===== config.mk =====
export PLATFORM = sky130hd
export DESIGN_NAME = bcd_to_bin
export DESIGN_NICKNAME = d
export VERILOG_FILES = /design/src/rtl/bcd_to_bin.sv
export SDC_FILE = /design/constraint.sdc
export NUM_CORES = 1
export LEC_CHECK = 0
export CAP_MARGIN = 20
export CORE_MARGIN = 4
export CORE_UTILIZATION = 59
export DETAILED_ROUTE_END_ITERATION = 7
export HOLD_SLACK_MARGIN = 0.08
export MAX_ROUTING_LAYER = met4
export PLACE_DENSITY = 0.84
export SLEW_MARGIN = 20
export SYNTH_ARGS = -nofsm -noshare
export SYNTH_HDL_FRONTEND = slang
export SYNTH_SLANG_ARGS = --single-unit

===== constraint.sdc =====
create_clock -name i_clk -period 5.54 [get_ports i_clk]
set_input_delay 0.554 -clock i_clk [delete_from_list [all_inputs] [get_ports i_clk]]
set_output_delay 0.554 -clock i_clk [all_outputs]
set_load 0.01 [all_outputs]

===== src/rtl/bcd_to_bin.sv =====
// Sequential packed-BCD to binary converter, one digit per clock, MSD first.
// Valid/ready handshake on both the BCD input and the binary result.
module bcd_to_bin #(
  parameter int p_digits = 4,
  parameter int p_width  = 14
) (
  input  logic                  i_clk,
  input  logic                  i_rst,
  input  logic [4*p_digits-1:0] i_val,
  input  logic                  i_vld,
  output logic                  o_rdy,
  output logic [p_width-1:0]    o_val,
  output logic                  o_vld,
  input  logic                  i_rdy,
  output logic                  o_err
);
  localparam int CW = $clog2(p_digits + 1);
  localparam int SW = 4 * p_digits;

  typedef enum logic [1:0] {IDLE, CONV, DONE} state_t;

  state_t             state, state_nxt;
  logic [SW-1:0]      sr;
  logic [p_width-1:0] acc;
  logic [CW-1:0]      cnt;
  logic               err;
  logic [3:0]         d;
  logic [p_width+3:0] prod;
  logic               last;
  logic               err_nxt;

  assign d       = sr[SW-1 -: 4];
  // Wide multiply-add; truncation to p_width gives the modulo behaviour.
  assign prod    = ({4'b0, acc} * (p_width+4)'(10)) + {{p_width{1'b0}}, d};
  assign err_nxt = err | (d > 4'd9);
  assign last    = (cnt == CW'(p_digits - 1));
  assign o_rdy   = (state == IDLE) && i_rst;
  assign o_vld   = (state == DONE);

  always_ff @(posedge i_clk) begin
    if (!i_rst) state <= IDLE;
    else        state <= state_nxt;
  end

  always_comb begin
    state_nxt = state;
    case (state)
      IDLE:    if (i_vld) state_nxt = CONV;
      CONV:    if (last)  state_nxt = DONE;
      DONE:    if (i_rdy) state_nxt = IDLE;
      default: state_nxt = IDLE;
    endcase
  end

  always_ff @(posedge i_clk) begin
    if (!i_rst) begin
      sr    <= '0;
      acc   <= '0;
      cnt   <= '0;
      err   <= 1'b0;
      o_val <= '0;
      o_err <= 1'b0;
    end else begin
      case (state)
        IDLE: if (i_vld) begin
          sr  <= i_val;
          acc <= '0;
          cnt <= '0;
          err <= 1'b0;
        end
        CONV: begin
          acc <= prod[p_width-1:0];
          sr  <= sr << 4;
          err <= err_nxt;
          cnt <= cnt + CW'(1);
          // Result registers only change when a conversion completes.
          if (last) begin
            o_val <= prod[p_width-1:0];
            o_err <= err_nxt;
          end
        end
        default: ;
      endcase
    end
  end
endmodule


==> After elaboration in Yosys (flattened, before gate mapping) <==
Cells that the tools add are included.
{ "op_classes": {"n_addsub": 2, "multipliers": 1, "n_lt_le_gt_ge": 1, "n_eq_ne": 6, "muxes": 12, "n_bitwise": 1, "reduce_logical": 6} }
{ "op_table": {"columns": ["operator", "count"], "rows": [
  ["16-bit one-hot mux with 2 select lines", 1],
  ["14-bit one-hot mux with 2 select lines", 1],
  ["16-bit 2-to-1 mux", 1],
  ["14-bit by 4-bit adder with 14-bit output", 1],
  ["14-bit by 3-bit multiplier with 13-bit output (second input constant)", 1],
  ["14-bit 2-to-1 mux", 1],
  ["2-bit 2-to-1 mux", 3],
  ["2-bit one-hot mux with 3 select lines", 1],
  ["3-bit one-hot mux with 2 select lines", 1],
  ["4-bit > comparator (second input constant)", 1],
  ["2-bit inequality test (second input constant)", 2],
  ["2-bit AND reduction", 2],
  ["3-bit by 1-bit adder with 3-bit output (second input constant)", 1],
  ["3-bit by 2-bit == test with 1-bit output (second input constant)", 1],
  ["3-bit 2-to-1 mux", 1],
  ["3-bit AND reduction", 1],
  ["2-bit by 1-bit == test with 1-bit output (second input constant)", 1],
  ["2-bit == test (second input constant)", 1],
  ["2-bit logical NOT", 1],
  ["2-bit by 1-bit inequality test with 1-bit output (second input constant)", 1],
  ["1-bit one-hot mux with 2 select lines", 1],
  ["2-bit nonzero test", 1],
  ["1-bit logical AND", 1],
  ["1-bit 2-to-1 mux", 1],
  ["1-bit bitwise OR", 1]
]} }
{ "word_totals": {"ff_bits": 51, "input_bits": 20, "out_inout_bits": 17, "wordCells": 36} }

==> Logic depth before layout (Yosys ltp) <==
Gate-level depths: netlist of run 1.
{ "logic_depth": {"word_depth": 3, "ltp_mapped": 11, "ltp_nobuf": 11} }

==> Least setup slack after synthesis of run 1 <==
Ideal clock, no wire load.
{ "synth_path": {"path_type": "register -> register", "start": "reg acc[5]", "end": "reg o_val[12]", "setup_ns": 0.062, "arrival_time_ns": 2.471, "required_time_ns": 5.478, "slack_ns": 3.007, "path_stages_with_launch": 10, "path_cell_list": "dfxtp_1 > ha_1 > ha_1 > a21o_1 > a31o_1 > or2_4 > o311ai_4 > nor3b_2 > or4_1 > nand3_1"} }
{ "synth_between": {"elab_chain_len": 2} }
{ "synth_lines": {"columns": ["element", "line", "rtl"], "rows": [
  ["from (decl)", "24", "logic [p_width-1:0] acc;"],
  ["from (signal assigned)", "72", "acc <= prod[p_width-1:0];"],
  ["14-bit by 3-bit multiplier with 13-bit output", "34", "assign prod = ({4'b0, acc} * (p_width+4)'(10)) + {{p_width{1'b0}}, d};"],
  ["14-bit by 4-bit adder with 14-bit output", "34", null],
  ["to (signal assigned)", "78", "o_val <= prod[p_width-1:0];"],
  ["to (decl)", "12", "output logic [p_width-1:0] o_val,"]
]} }
No other way between the ends.
A chain may end at the register's enable or synchronous reset.

==> Worst setup path after layout of run 1 <==
{ "layout_path": {"start": "in i_rst", "end": "out o_rdy"} }
{ "layout_between": {"elab_chain_len": 1} }
{ "layout_lines": {"columns": ["element", "line", "rtl"], "rows": [
  ["from (decl)", "8", "input logic i_rst,"],
  ["1-bit logical AND", "37", "assign o_rdy = (state == IDLE) && i_rst;"],
  ["to (decl)", "11", "output logic o_rdy,"]
]} }
No other way between the ends.

==> run summary, run 1 <==
status: finished, final reports clean
Distinct cells, synth: 47
RSZ-0062 raised after global routing: false
synthesized area: 2850 um^2
slowest CP cell: clkdlybuf4s50_1
die height: 77.5 um
TritonRoute pass-1 iters: 4
initial core utilization: 60.7%
Layout fillers: 396
Area Growth Syn to Fin: 15.6%
hold_sp: o_val[2]
Syn Area/Cell: 8.55 um^2
Net Count, Synth: 379
fmax: 0.335 GHz
die area: 6000 um^2
Vias/cell: 5.94
vias in the first global route: 2370
ANT cells: 0
I/O Buffers: 36
clk buf depth: 2
most used cell, CP: clkdlybuf4s50_1
Post-route DRC: 0
CP cell instances: clkdlybuf4s50_1 > nand2b_1 > nor2_1 > clkdlybuf4s50_1
row cnt: 25
Setup TNS: 0 ns
reg2reg path depth: 4
Mapped Cells: 333
worst endpoint required time: 4.99 ns
# IOs: 37
Worst Tran Pin Value: 0.957 ns
hold depth: 2
Pwr Density: 208 nW/um^2
Hold Path Sink: o_val[2]
post-CTS setup buffer count: 0
clock tree sinks: 50
total CTS buffers: 5
clock-pin slew on the worst setup and hold paths: 0.09 ns
Root Driver: clkbuf_8
Wirelength per Cell: 14.6 um
worst-case vdd ir drop: 0.0914 mV
routability cong.: 0.807
Worst-Skew Late Latency: 0.30 ns
CTS H-tree depth: 2
Chip Width: 77.5 um
final worst slack: 2.56 ns
Core Area: 4690 um^2
Synth Warn #: 0
Final ANT Viol Nets: 0
Rel. slew slack: 35.9%
fraction of layout cells with a size suffix above 1: 7.54%
gr usage total: 22.2%
dpl ws: 2.48 ns
crit path DAT: 2.43 ns
clk_skew: 0.00464 ns
Reg-to-Reg Start: state[0]
Synth Flop Type: dfxtp_1
Worst Setup End Kind: output pin
Hold Path Class: flop to flop
final-report max-slew violation count: 0
Post-Route WL: 6.00 mm
Nets: 404
Reg2Reg Setup Slack: 2.58 ns
R2R Path End: o_val[12]
asr flop ratio synth: 0%
crit path time final: 2.98 ns
Critical Path Fanout Max: 24
Yosys reg bits: 50
final hold violation count: 0
largest net degree at the start of global routing: 33
final setup fails: 0
post_cts resized: 0
global route overflow: 0
CTS tree: built
number of synthesized flops with an enable pin: 0
hold_buf cts: 0
global-route wire length before repair: 10.8 mm
register area share after synthesis: 35.2%
antenna violations before repair: 0
Max Cap Viol: 0
dpl hpwl: 4.32 mm
Worst Setup Start Kind: input pin
LEAKAGE: 1.36 nW
detailed router's first-iteration violation count: 142
critical path type: input pin to output pin
crit share post-route: 53.9%
vias: 2447
max incr delay on CP: 1.02 ns
[power breakdown]
part / internal, mW / switching [mW] / total [mW]
Sequential: 0.373 / 0.0145 / 0.388
Combinational: 0.0472 / 0.0469 / 0.0941
Clock: 0.0867 / 0.115 / 0.201
Total: 0.507 / 0.176 / 0.683
[worst max-delay path by stage]
stage	from	to	cells after the start
after floorplan	acc[5]	o_val[12]	9
after global placement	i_rst	o_val[12]	4
after detailed placement	i_rst	o_val[12]	4
after CTS	i_rst	o_rdy	4
after global routing	state[0]	o_val[12]	4
final	i_rst	o_rdy	4
[layer usage]
| metal | share of wire (%) | wire [um] | global-route usage [%] |
|---|---|---|---|
| met5 | 0 | 0 | - |
| met4 | 1.9 | 112 | 7.65 |
| met3 | 5.4 | 323 | 4.52 |
| met2 | 48 | 2850 | 35.8 |
| met1 | 45 | 2710 | 27.8 |
[logic make-up (layout without fill, tap and decap cells)]
group                      after synthesis  in the layout  synth area share [%]
AOI/OAI and AO/OA                       87             87                  21.6
xor gates and xnor gates                18             18                  5.54
adders and majority gates               26             26                  12.0
buffers and inverters                   27             52                  3.56
DFF                                     50             50                  35.2
muxes                                    1              1                 0.352
and+or+nand+nor                        124            124                  21.8
[through the flow]
step | hold slack [ns] | area [um^2] | instances | utilization (%) | power, mW
2_1_floorplan | 0.444 | 2850 | 333 | - | 0.459
3_3_place_gp | 0.448 | 3210 | 405 | 68.4 | 0.487
3_5_place_dp | 0.452 | 3210 | 405 | 68.4 | 0.489
4_1_cts | 0.467 | 3290 | 412 | 70.1 | 0.686
5_1_grt | 0.484 | 3290 | 412 | 70.1 | 0.716
6_report | 0.465 | 3290 | 412 | 70.1 | 0.683
[state kept, by name, indices dropped and copies added, names as in the netlist]
signal and flops:
cnt 3, o_err 1, acc 13, err 1
o_val 14, state 2, sr 16
[worst max-delay path: cells and delay by family]
| family | cells | cell delay, ns |
|---|---|---|
| simple gates | 2 | 0.30 |
| buf+inv | 2 | 1.57 |
[layout by cell type, fill, tap and decap left out, types with 2 or more instances in the layout]
cell	n
and2_1	3
or4_1	2
inv_1	8
o221a_2	11
clkdlybuf4s50_1	36
fa_1	2
xnor2_1	11
nor2b_1	18
nor3_1	4
xor2_1	7
nand2b_1	4
a211oi_1	4
o21ai_0	9
a21o_1	6
a311oi_1	2
and4_1	2
nand4_1	2
dfxtp_1	50
a22oi_1	9
a21oi_1	37
clkbuf_8	5
ha_1	24
nor2_1	53
or3_1	2
nand3_1	7
nand2_1	16
[cell usage after synthesis, drive strengths merged, types with 8 or more instances]
master | number | area (um^2)
nor2 | 53 | 199
dfxtp | 50 | 1000
a21oi | 37 | 185
ha | 24 | 300
clkbuf | 18 | 67.6
nor2b | 18 | 113
nand2 | 16 | 60.1
o221a | 11 | 124
xnor2 | 11 | 96.3
a22oi | 9 | 67.6
o21ai | 9 | 45.0
inv | 8 | 30.0
[area by class of cell]
type	instances	area [um^2]	share of cell area, %
Clock buffer	6	72.6	2.21
Multi-Input combinational cell	256	1740	53.0
Timing Repair Buffer	37	368	11.2
Sequential cell	50	1000	30.4
Clock inverter	1	7.51	0.228
Tap cell	54	67.6	2.05
Inverter	8	30.0	0.913
(Power assumes the default switching activity.)
==> inputs of run 2 (changes only) <==
--- a/config.mk
+++ b/config.mk
@@ -7,11 +7,11 @@
 export LEC_CHECK = 0
 export CAP_MARGIN = 20
 export CORE_MARGIN = 4
-export CORE_UTILIZATION = 59
+export CORE_UTILIZATION = 55
 export DETAILED_ROUTE_END_ITERATION = 7
 export HOLD_SLACK_MARGIN = 0.08
 export MAX_ROUTING_LAYER = met4
-export PLACE_DENSITY = 0.84
+export PLACE_DENSITY = 0.8
 export SLEW_MARGIN = 20
 export SYNTH_ARGS = -nofsm -noshare
 export SYNTH_HDL_FRONTEND = slang
==> constraint.sdc (replaced) <==
create_clock -name i_clk -period 3.1 [get_ports i_clk]
set_input_delay 0.31 -clock i_clk [delete_from_list [all_inputs] [get_ports i_clk]]
set_output_delay 0.31 -clock i_clk [all_outputs]
set_load 0.01 [all_outputs]
==> run 2 against run 1 <==
Effect of this change:
- critical path depth increased by 7
- largest power group unchanged
- largest cell class unchanged
- non-clock buffer count increased by 6
- routed wire length increased by 8.0%
- critical path type is now flop to flop
- highest routed layer unchanged
- via count decreased by 0.29%
- die area increased by 6.5%
- sequential share of layout area decreased by 0.61 points
- cell count increased by 4.9%
==> run summary, run 2 (synthesis gave the netlist of run 1 again) <==
dpl cells: 424 (+4.7%)
# IOs: 37 (unchanged)
Max Cap Viol: 0 (unchanged)
crit path time final: 2.75 ns
Worst Tran Pin Value: 0.730 ns (-0.228 ns)
final non-filler cell total: 432 (+4.9%)
crit path DAT: 2.95 ns (+0.52 ns)
CTS tree: built
initial core utilization: 58.3% (-2.3 points)
Total Power: 1.26 mW (+84%)
Rel. slew slack: 51.3% (+15 points)
global route overflow: 0 (unchanged)
RSZ-0062 raised after global routing: false
hold_sp: o_val[2]
CTS H-tree depth: 2 (unchanged)
most frequent cells in the layout: nor2_1, dfxtp_1, a21oi_1
CP Capture Point: o_val[13]
Chip Width: 79.9 um (+3.2%)
Worst Setup Start Kind: flop
Reg2Reg Setup Slack: 0.35 ns (-2.23 ns)
Hold Path Class: flop to flop
fraction of layout cells with a size suffix above 1: 9.32% (+1.8 points)
Worst Setup End Kind: flop
largest register by flop count: sr
max FFs per register: 16 (unchanged)
ANT cells: 0 (unchanged)
crit share post-route: 88.7%
worst-case vdd ir drop: 0.295 mV (+220%)
dpl hpwl: 4.61 mm (+6.6%)
clock-pin slew on the worst setup and hold paths: 0.10 ns (about the same)
die area: 6390 um^2 (+6.5%)
vias in the first global route: 2259 (-4.7%)
R2R Path End: o_val[13]
CP startpoint: acc[1]
final setup fails: 0 (unchanged)
hold_buf cts: 0 (unchanged)
detailed router's first-iteration violation count: 134 (-5.6%)
Vias/cell: 5.65 (-4.9%)
Worst-Skew Late Latency: 0.31 ns (about the same)
Wirelength per Cell: 15.0 um (+3.0%)
global-route wire length before repair: 10.9 mm (+1.7%)
Core Area: 4880 um^2 (+4.0%)
I/O Buffers: 36 (unchanged)
Reg-to-Reg Start: acc[1]
row cnt: 25 (unchanged)
most frequent standard cell in the layout excluding fill and tap cells: nor2_1
fmax: 0.364 GHz
clk buf depth: 2 (unchanged)
status: finished, final reports clean
Post-route DRC: 0 (unchanged)
die height: 79.9 um (+3.2%)
Final ANT Viol Nets: 0 (unchanged)
post_cts resized: 0 (unchanged)
LEAKAGE: 1.39 nW (+2.7%)
worst endpoint required time: 3.30 ns (-1.69 ns)
Root Driver: clkbuf_8
biggest regs: sr (16), o_val (14), acc (13)
antenna violations before repair: 0 (unchanged)
Area Growth Syn to Fin: 18.0%
routability cong.: 0.818 (+1.4%)
clk_skew: 0.0114 ns (+0.00673 ns)
Pwr Density: 374 nW/um^2 (+80%)
total CTS buffers: 5 (unchanged)
Post-Route WL: 6.48 mm (+8.0%)
TritonRoute pass-1 iters: 4 (unchanged)
largest net degree at the start of global routing: 32 (-3.0%)
final-report max-slew violation count: 0 (unchanged)
Nets: 410 (+1.5%)
final hold violation count: 0 (unchanged)
clock tree sinks: 50 (unchanged)
Setup TNS: 0 ns (unchanged)
critical path type: flop to flop
gr usage total: 22.1% (-0.058 points)
reg2reg path depth: 11 (+7)
Final Core Density: 68.8% (-1.3 points)
post-CTS setup buffer count: 0 (unchanged)
vias: 2440 (-0.29%)
Critical Path Fanout Max: 4 (-83%)
==> run 2: critical path, stage by stage (launching register included) <==
cell      delay (ns)
dfxtp_1         0.36
ha_1            0.29
ha_1            0.17
inv_1           0.06
fa_1            0.42
nand2b_1        0.21
a21oi_1         0.17
xor2_1          0.27
nand3b_1        0.19
nor4_1          0.27
xnor2_1         0.16
a21oi_1         0.08
==> run 2: final cells by class <==
cell class | instances | area [um^2]
Fill cell | 414 | 1520
Clock buffer | 6 | 72.6
Clock inverter | 2 | 13.8
Sequential cell | 50 | 1000
Inverter | 8 | 30.0
Tap cell | 67 | 83.8
Multi-Input combinational cell | 256 | 1740
Timing Repair Buffer | 43 | 413
==> run 2: report_power, final <==
group	internal [mW]	switching, mW
sequential	0.667	0.0186
combinational	0.0899	0.0960
clock	0.160	0.224
total	0.917	0.339
==> run 2: routing by layer <==
metal,global-route usage (%),wire (um),up-vias
met4,5.24,45,0
met1,29.9,3010,1127
met3,3.95,329,6
met5,-,0,-
li1,-,-,1245
met2,34.5,3100,62
==> run 2: worst min path at each step <==
stage,end,slack (ns),cells after the start
after detailed placement,o_val[2],0.46,2
final,o_val[2],0.47,2
after global routing,o_val[2],0.50,2
after floorplan,cnt[0],0.44,1
after global placement,o_val[2],0.44,2
after CTS,o_val[2],0.47,2
==> run 2: through the flow <==
step / area [um^2] / worst slack [ns] / hold WS, ns
after CTS: 3360 / 0.361 / 0.468
final: 3360 / 0.351 / 0.465
after detailed placement: 3270 / 0.387 / 0.456
after global placement: 3270 / 0.436 / 0.442
after floorplan: 2850 / 0.567 / 0.444
after global routing: 3360 / 0.112 / 0.501
